==> src/rtl/bus_arbiter.sv <==
// Round-robin arbiter and bus driver in front of the shared data memory.
// Serialises pending messages from P0/P1/P2 onto the 16-bit bus. For misses
// it waits for memory's registered block and returns it with a one-cycle ack.
// Invalidates and no-ops are broadcast for one cycle and acked without memory.
module bus_arbiter #(
   parameter int unsigned MEM_LATENCY = 1
) (
   input  logic        clock,
   input  logic        reset,
   input  logic        req_p0,
   input  logic        req_p1,
   input  logic        req_p2,
   input  logic [15:0] msg_p0,
   input  logic [15:0] msg_p1,
   input  logic [15:0] msg_p2,
   input  logic [15:0] mem_block,
   output logic [15:0] bus,
   output logic        ack_p0,
   output logic        ack_p1,
   output logic        ack_p2,
   output logic [15:0] resp_block,
   output logic [1:0]  grant,
   output logic        busy
);

   typedef enum logic [1:0] {
      S_IDLE = 2'd0,
      S_WAIT = 2'd1,
      S_ACK  = 2'd2
   } state_t;

   localparam logic [3:0]  LATENCY  = 4'(MEM_LATENCY);
   localparam logic [15:0] BUS_IDLE = 16'hC000;
   localparam logic [1:0]  NO_GRANT = 2'b11;

   state_t      state_r, state_s;
   logic [15:0] bus_r, bus_s;
   logic [15:0] resp_r, resp_s;
   logic [2:0]  ack_r, ack_s;
   logic [1:0]  grant_r, grant_s;
   logic        busy_r, busy_s;
   logic [1:0]  last_grant_r, last_grant_s;
   logic [3:0]  cnt_r, cnt_s;
   logic        miss_r, miss_s;
   logic [2:0]  req_vec_s;
   logic [1:0]  pick_s;
   logic [15:0] sel_msg_s;
   logic [2:0]  owner_onehot_s;

   // First requester at or after last+1 (mod 3); NO_GRANT when none pending.
   function automatic logic [1:0] rr_pick(input logic [2:0] req, input logic [1:0] last);
      logic [1:0] idx;
      logic [1:0] pick;
      pick = NO_GRANT;
      idx  = (last >= 2'd2) ? 2'd0 : last + 2'd1;
      for (int i = 0; i < 3; i++) begin
         if ((pick == NO_GRANT) && req[idx]) begin
            pick = idx;
         end
         idx = (idx == 2'd2) ? 2'd0 : idx + 2'd1;
      end
      return pick;
   endfunction

   // Arbitration choice, selected message and owner ack vector.
   always_comb begin
      req_vec_s = {req_p2, req_p1, req_p0};
      pick_s    = rr_pick(req_vec_s, last_grant_r);
      case (pick_s)
         2'd0:    sel_msg_s = msg_p0;
         2'd1:    sel_msg_s = msg_p1;
         2'd2:    sel_msg_s = msg_p2;
         default: sel_msg_s = BUS_IDLE;
      endcase
      case (grant_r)
         2'd0:    owner_onehot_s = 3'b001;
         2'd1:    owner_onehot_s = 3'b010;
         2'd2:    owner_onehot_s = 3'b100;
         default: owner_onehot_s = 3'b000;
      endcase
   end

   // Next-state and next-output logic; ack defaults low so it pulses one cycle.
   always_comb begin
      state_s      = state_r;
      bus_s        = bus_r;
      resp_s       = resp_r;
      ack_s        = 3'b000;
      grant_s      = grant_r;
      busy_s       = busy_r;
      last_grant_s = last_grant_r;
      cnt_s        = cnt_r;
      miss_s       = miss_r;
      case (state_r)
         S_IDLE: begin
            if (pick_s != NO_GRANT) begin
               bus_s        = sel_msg_s;
               grant_s      = pick_s;
               busy_s       = 1'b1;
               last_grant_s = pick_s;
               miss_s       = ~sel_msg_s[15];
               cnt_s        = sel_msg_s[15] ? 4'd0 : LATENCY;
               state_s      = S_WAIT;
            end else begin
               state_s = S_IDLE;
            end
         end
         S_WAIT: begin
            if (cnt_r != 4'd0) begin
               cnt_s = cnt_r - 4'd1;
            end else begin
               resp_s  = miss_r ? mem_block : 16'h0000;
               ack_s   = owner_onehot_s;
               bus_s   = BUS_IDLE;
               state_s = S_ACK;
            end
         end
         S_ACK: begin
            grant_s = NO_GRANT;
            busy_s  = 1'b0;
            state_s = S_IDLE;
         end
         default: begin
            bus_s   = BUS_IDLE;
            grant_s = NO_GRANT;
            busy_s  = 1'b0;
            state_s = S_IDLE;
         end
      endcase
   end

   // State and registered outputs; reset abandons any transaction in flight.
   always_ff @(posedge clock or negedge reset) begin
      if (!reset) begin
         state_r      <= S_IDLE;
         bus_r        <= BUS_IDLE;
         resp_r       <= 16'h0000;
         ack_r        <= 3'b000;
         grant_r      <= NO_GRANT;
         busy_r       <= 1'b0;
         last_grant_r <= 2'd2;
         cnt_r        <= 4'd0;
         miss_r       <= 1'b0;
      end else begin
         state_r      <= state_s;
         bus_r        <= bus_s;
         resp_r       <= resp_s;
         ack_r        <= ack_s;
         grant_r      <= grant_s;
         busy_r       <= busy_s;
         last_grant_r <= last_grant_s;
         cnt_r        <= cnt_s;
         miss_r       <= miss_s;
      end
   end

   assign bus        = bus_r;
   assign resp_block = resp_r;
   assign ack_p0     = ack_r[0];
   assign ack_p1     = ack_r[1];
   assign ack_p2     = ack_r[2];
   assign grant      = grant_r;
   assign busy       = busy_r;

endmodule

==> config.mk <==
export PLATFORM = sky130hd
export DESIGN_NAME = bus_arbiter
export DESIGN_NICKNAME = d
export VERILOG_FILES = /design/src/rtl/bus_arbiter.sv
export SDC_FILE = /design/constraint.sdc
export NUM_CORES = 1
export LEC_CHECK = 0
export CAP_MARGIN = 25
export CORE_MARGIN = 3
export CORE_UTILIZATION = 45
export CTS_CLUSTER_DIAMETER = 100
export DETAILED_ROUTE_END_ITERATION = 12
export PLACE_DENSITY = 0.94
export SLEW_MARGIN = 5
export SYNTH_ARGS = -nofsm -noshare
export SYNTH_HDL_FRONTEND = slang
export SYNTH_SLANG_ARGS = --single-unit
export TNS_END_PERCENT = 20
==> constraint.sdc <==
create_clock -name clock -period 4 [get_ports clock]
set_input_delay 0.8 -clock clock [delete_from_list [all_inputs] [get_ports clock]]
set_output_delay 0.8 -clock clock [all_outputs]
set_load 0.01 [all_outputs]
==> key figures <==
Final layout
  – Final nets: 407
  – N_diodes: 0
  – Layout cells sized above 1: 0.0801
  – Post-layout instance area: ~0.0035 mm2
  – Syn-to-layout area delta: 50.6%

Die
  – Die area: 0.00606 mm2
  – Area of the core: 0.00485 mm2
  – FP Rows: 25
  – I/O pin cnt: 107
  – Initial Util: 0.479
  – Die extent in x: 77.8 um
  – Chip height: 77.8 um

Synthesis
  – Sequential element share of the synthesized area: 0.509
  – Adder-Cell Fraction of Synth Area: 0.0108
  – Mapped Area: 0.00232 mm2
  – Post-synthesis mux area share: 0.0760
  – Avg Inst Size Synth: 9.92 um2
  – Synth cell types: 43
  – Mapped Nets: 305
  – Simple logic cell fraction of the synthesized area: 0.158
  – Synth Area in Compound Gates: 0.169
  – Cells after Synth: 234
  – Yosys warns: 0
  – Main combinational cell family by area after synthesis: compound AO/OA/AOI/OAI gates
  – Register bit total from synthesis: 47
  – Post-Synth XOR/XNOR Area: 0.00755

Pwr
  – Switching part of the total power: 0.390
  – Static Leakage: 1.51 nW
  – Worst ir drop on vdd: 0.355 mV
  – P per Cell Area: 623 mW/mm2
  – Clock power frac: 0.133
  – Net Sw Power: 0.849 mW
  – Reg power frac: 0.376
  – Total chip power: about 2.2 mW
  – Internal: 1.33 mW
  – Power share of the combinational group: 0.492

Clock network
  – Worst-Skew Late Latency: approximately 310 ps
  – TritonCTS Sinks: 47
  – Num CTS Buffers: 5
  – Post-CTS Setup Inserts: 0
  – Clock Pin Slew Worst Setup and Hold Paths: 90 ps
  – CTS tree: done
  – H-tree depth: 2
  – CTS Root Cell: clkbuf_8
  – Clock buffer depth: 2
  – Hold Buf Count CTS: 0
  – # resized after CTS: 0

STA
  – Slew @ Worst Pin: 945 ps
  – Final Skew: 7.52 ps
  – Final setup viols: 0
  – Slew headroom: 0.368
  – RSZ-0062 raised after global routing: no
  – Setup total negative slack: 0 ps
  – Fmax: 0.371 GHz
  – Final worst path period share: 0.673
  – Fin. max-slew vios: 0
  – Min Tclk post-route: ~2700 ps
  – Final hold violations: 0

Detailed routing
  – Initial DRT Pass Iterations: 4
  – Wire length per cell: between 15 and 20 um
  – Routed WL: just over 6000 um
  – Vias per cell: roughly 5.2
  – Detailed-route via count: 2117
  – DRC Markers: 0
  – Antenna viol nets, final: 0
  – Iter 0 DRT Violations: 90

Setup path
  – Req. time, crit path: 4150 ps
  – CP Capture Type: register
  – CP Max Fanout: 14
  – Setup Crit Path Kind: primary input to register
  – Startpoint types: primary input
  – Worst path arrival time: 2850 ps

Global routing
  – Global-route wire length before repair: slightly above 10000 um
  – Total gr overflow: 0
  – Vias in the first global route: 2166
  – Largest net degree at the start of global routing: 48
  – Antenna violations before repair: 0
  – GRT Total Usage: 0.211

Placement
  – Placed cell areas: approximately 0.0034 mm2
  – Port bufs: 106
  – Routability congestion estimate: between 0.7 and 0.8
  – DP Wirelength: 4540 um

Status
  – Status: complete, no violations

Flow run
  – Number of max-cap violations: 0

Hold path
  – Hold Path Class: primary input to asynchronous set/reset pin
registers in the layout, summed over array words and instances (netlist names):
signal        flops
ack_r             3
bus              16
busy              1
cnt_r             4
grant             2
last_grant_r      2
miss_r            1
resp_block       16
state_r           2
critical path: stages:
cell             delay (ps)
clkdlybuf4s50_1         540
a21boi_2                230
o22a_1                  690
buf_4                   260
mux2i_1                 180
o221ai_1                140
layer usage:
layer,global-route usage,routed length [um],part of all wire,vias to the layer above
met4,0.0730,130,0.021,0
met1,0.251,2430,0.40,996
li1,-,-,-,1004
met2,0.354,2920,0.48,105
met5,0,0,0,-
met3,0.0708,627,0.10,12
cell usage in the layout, fill, tap and decap left out, drive strengths merged:
master,n
o22a,1
dfrtp,42
clkbuf,5
a32oi,1
o221ai,15
o21a,1
nor2b,2
o221a,1
a21boi,1
inv,21
o21ai,17
o211ai,1
clkdlybuf4s50,105
or2,1
mux2,2
nor4,1
or3b,1
nor2,10
nand2,49
nor3b,3
or4,1
nand3,3
nor3,3
a211oi,2
o22ai,5
a21o,2
a21oi,3
xor2,2
ha,2
a2bb2oi,1
dfstp,5
nand2b,6
clkinvlp,2
o211a,1
mux2i,15
clkinv,1
buf,3
cell families (layout without fill, tap and decap cells):
group | after synthesis | count (layout)
XOR/XNOR | 2 | 2
buffers and inverters | 34 | 137
adder cells (fa/ha/maj) | 2 | 2
AND/OR/NAND/NOR | 80 | 80
multiplexers | 17 | 17
AO/OA/AOI/OAI | 52 | 52
flip-flops | 47 | 47
layout make-up:
class / count / area [um2]
Clock inverter: 3 / 20.0
Sequential cell: 47 / 1180
Timing Repair Buffer: 108 / 1080
Inverter: 21 / 78.8
Clock buffer: 5 / 68.8
Fill cell: 336 / 1350
Tap cell: 67 / 83.8
Multi-Input combinational cell: 153 / 978
final timing paths:
kind                       cells after the start  slack [ps]             end      startpoint
max                                            6        1310          bus[6]          req_p2
min                                            1         350   resp_block[1]           reset
max reg2reg                                    5        1840  resp_block[15]        cnt_r[0]
min reg2reg                                    2         490  resp_block[13]  resp_block[13]
max in group asynchronous                      2        3110        grant[1]           reset
min in group clock                             2         490  resp_block[13]  resp_block[13]
power by group through the flow:
stage	registers [mW]	logic, mW	clock network, mW
after floorplan	0.827	0.635	0
after global placement	0.820	1.03	0
after detailed placement	0.824	1.08	0
after CTS	0.818	1.08	0.296
after global routing	0.845	1.18	0.314
final	0.819	1.07	0.289
per-stage QoR:
| stage | std cells | hold slack, ps | util | setup slack [ps] |
|---|---|---|---|---|
| floorplan | 234 | 501 | - | 2160 |
| global placement | 395 | 463 | 0.699 | 1100 |
| detailed placement | 395 | 478 | 0.699 | 1010 |
| CTS | 403 | 498 | 0.717 | 1320 |
| global route | 404 | 348 | 0.721 | 1200 |
| finish | 404 | 353 | 0.721 | 1310 |
cells in the mapped netlist:
cell	count	area share
a211oi_4	1	0.0086
nor3b_1	3	0.0097
buf_2	2	0.0043
or4_4	1	0.0049
a21o_2	1	0.0038
dfrtp_1	42	0.45
o211ai_1	1	0.0032
buf_6	3	0.015
a21oi_1	3	0.0065
nand3_1	3	0.0065
nor3_1	2	0.0043
xor2_1	2	0.0075
a2bb2oi_2	1	0.0065
o211a_1	1	0.0043
o221ai_1	15	0.057
buf_4	2	0.0065
a32oi_1	1	0.0038
a21boi_2	1	0.0049
ha_1	2	0.011
o221a_1	1	0.0049
dfstp_2	5	0.057
o22a_1	1	0.0038
nand2_1	49	0.079
nor2b_2	1	0.0038
clkbuf_1	6	0.0097
mux2_4	1	0.0065
mux2_2	1	0.0049
nand2b_2	1	0.0038
a21o_1	1	0.0032
nor2_1	10	0.016
o22ai_1	4	0.011
nor3_2	1	0.0043
o21a_1	1	0.0032
or2_1	1	0.0027
mux2i_1	15	0.065
nor4_1	1	0.0027
a211oi_1	1	0.0032
or3b_1	1	0.0038
inv_1	21	0.034
o22ai_2	1	0.0054
nand2b_1	5	0.013
o21ai_0	17	0.037
nor2b_1	1	0.0027
Power figures use the tool's default switching activity.
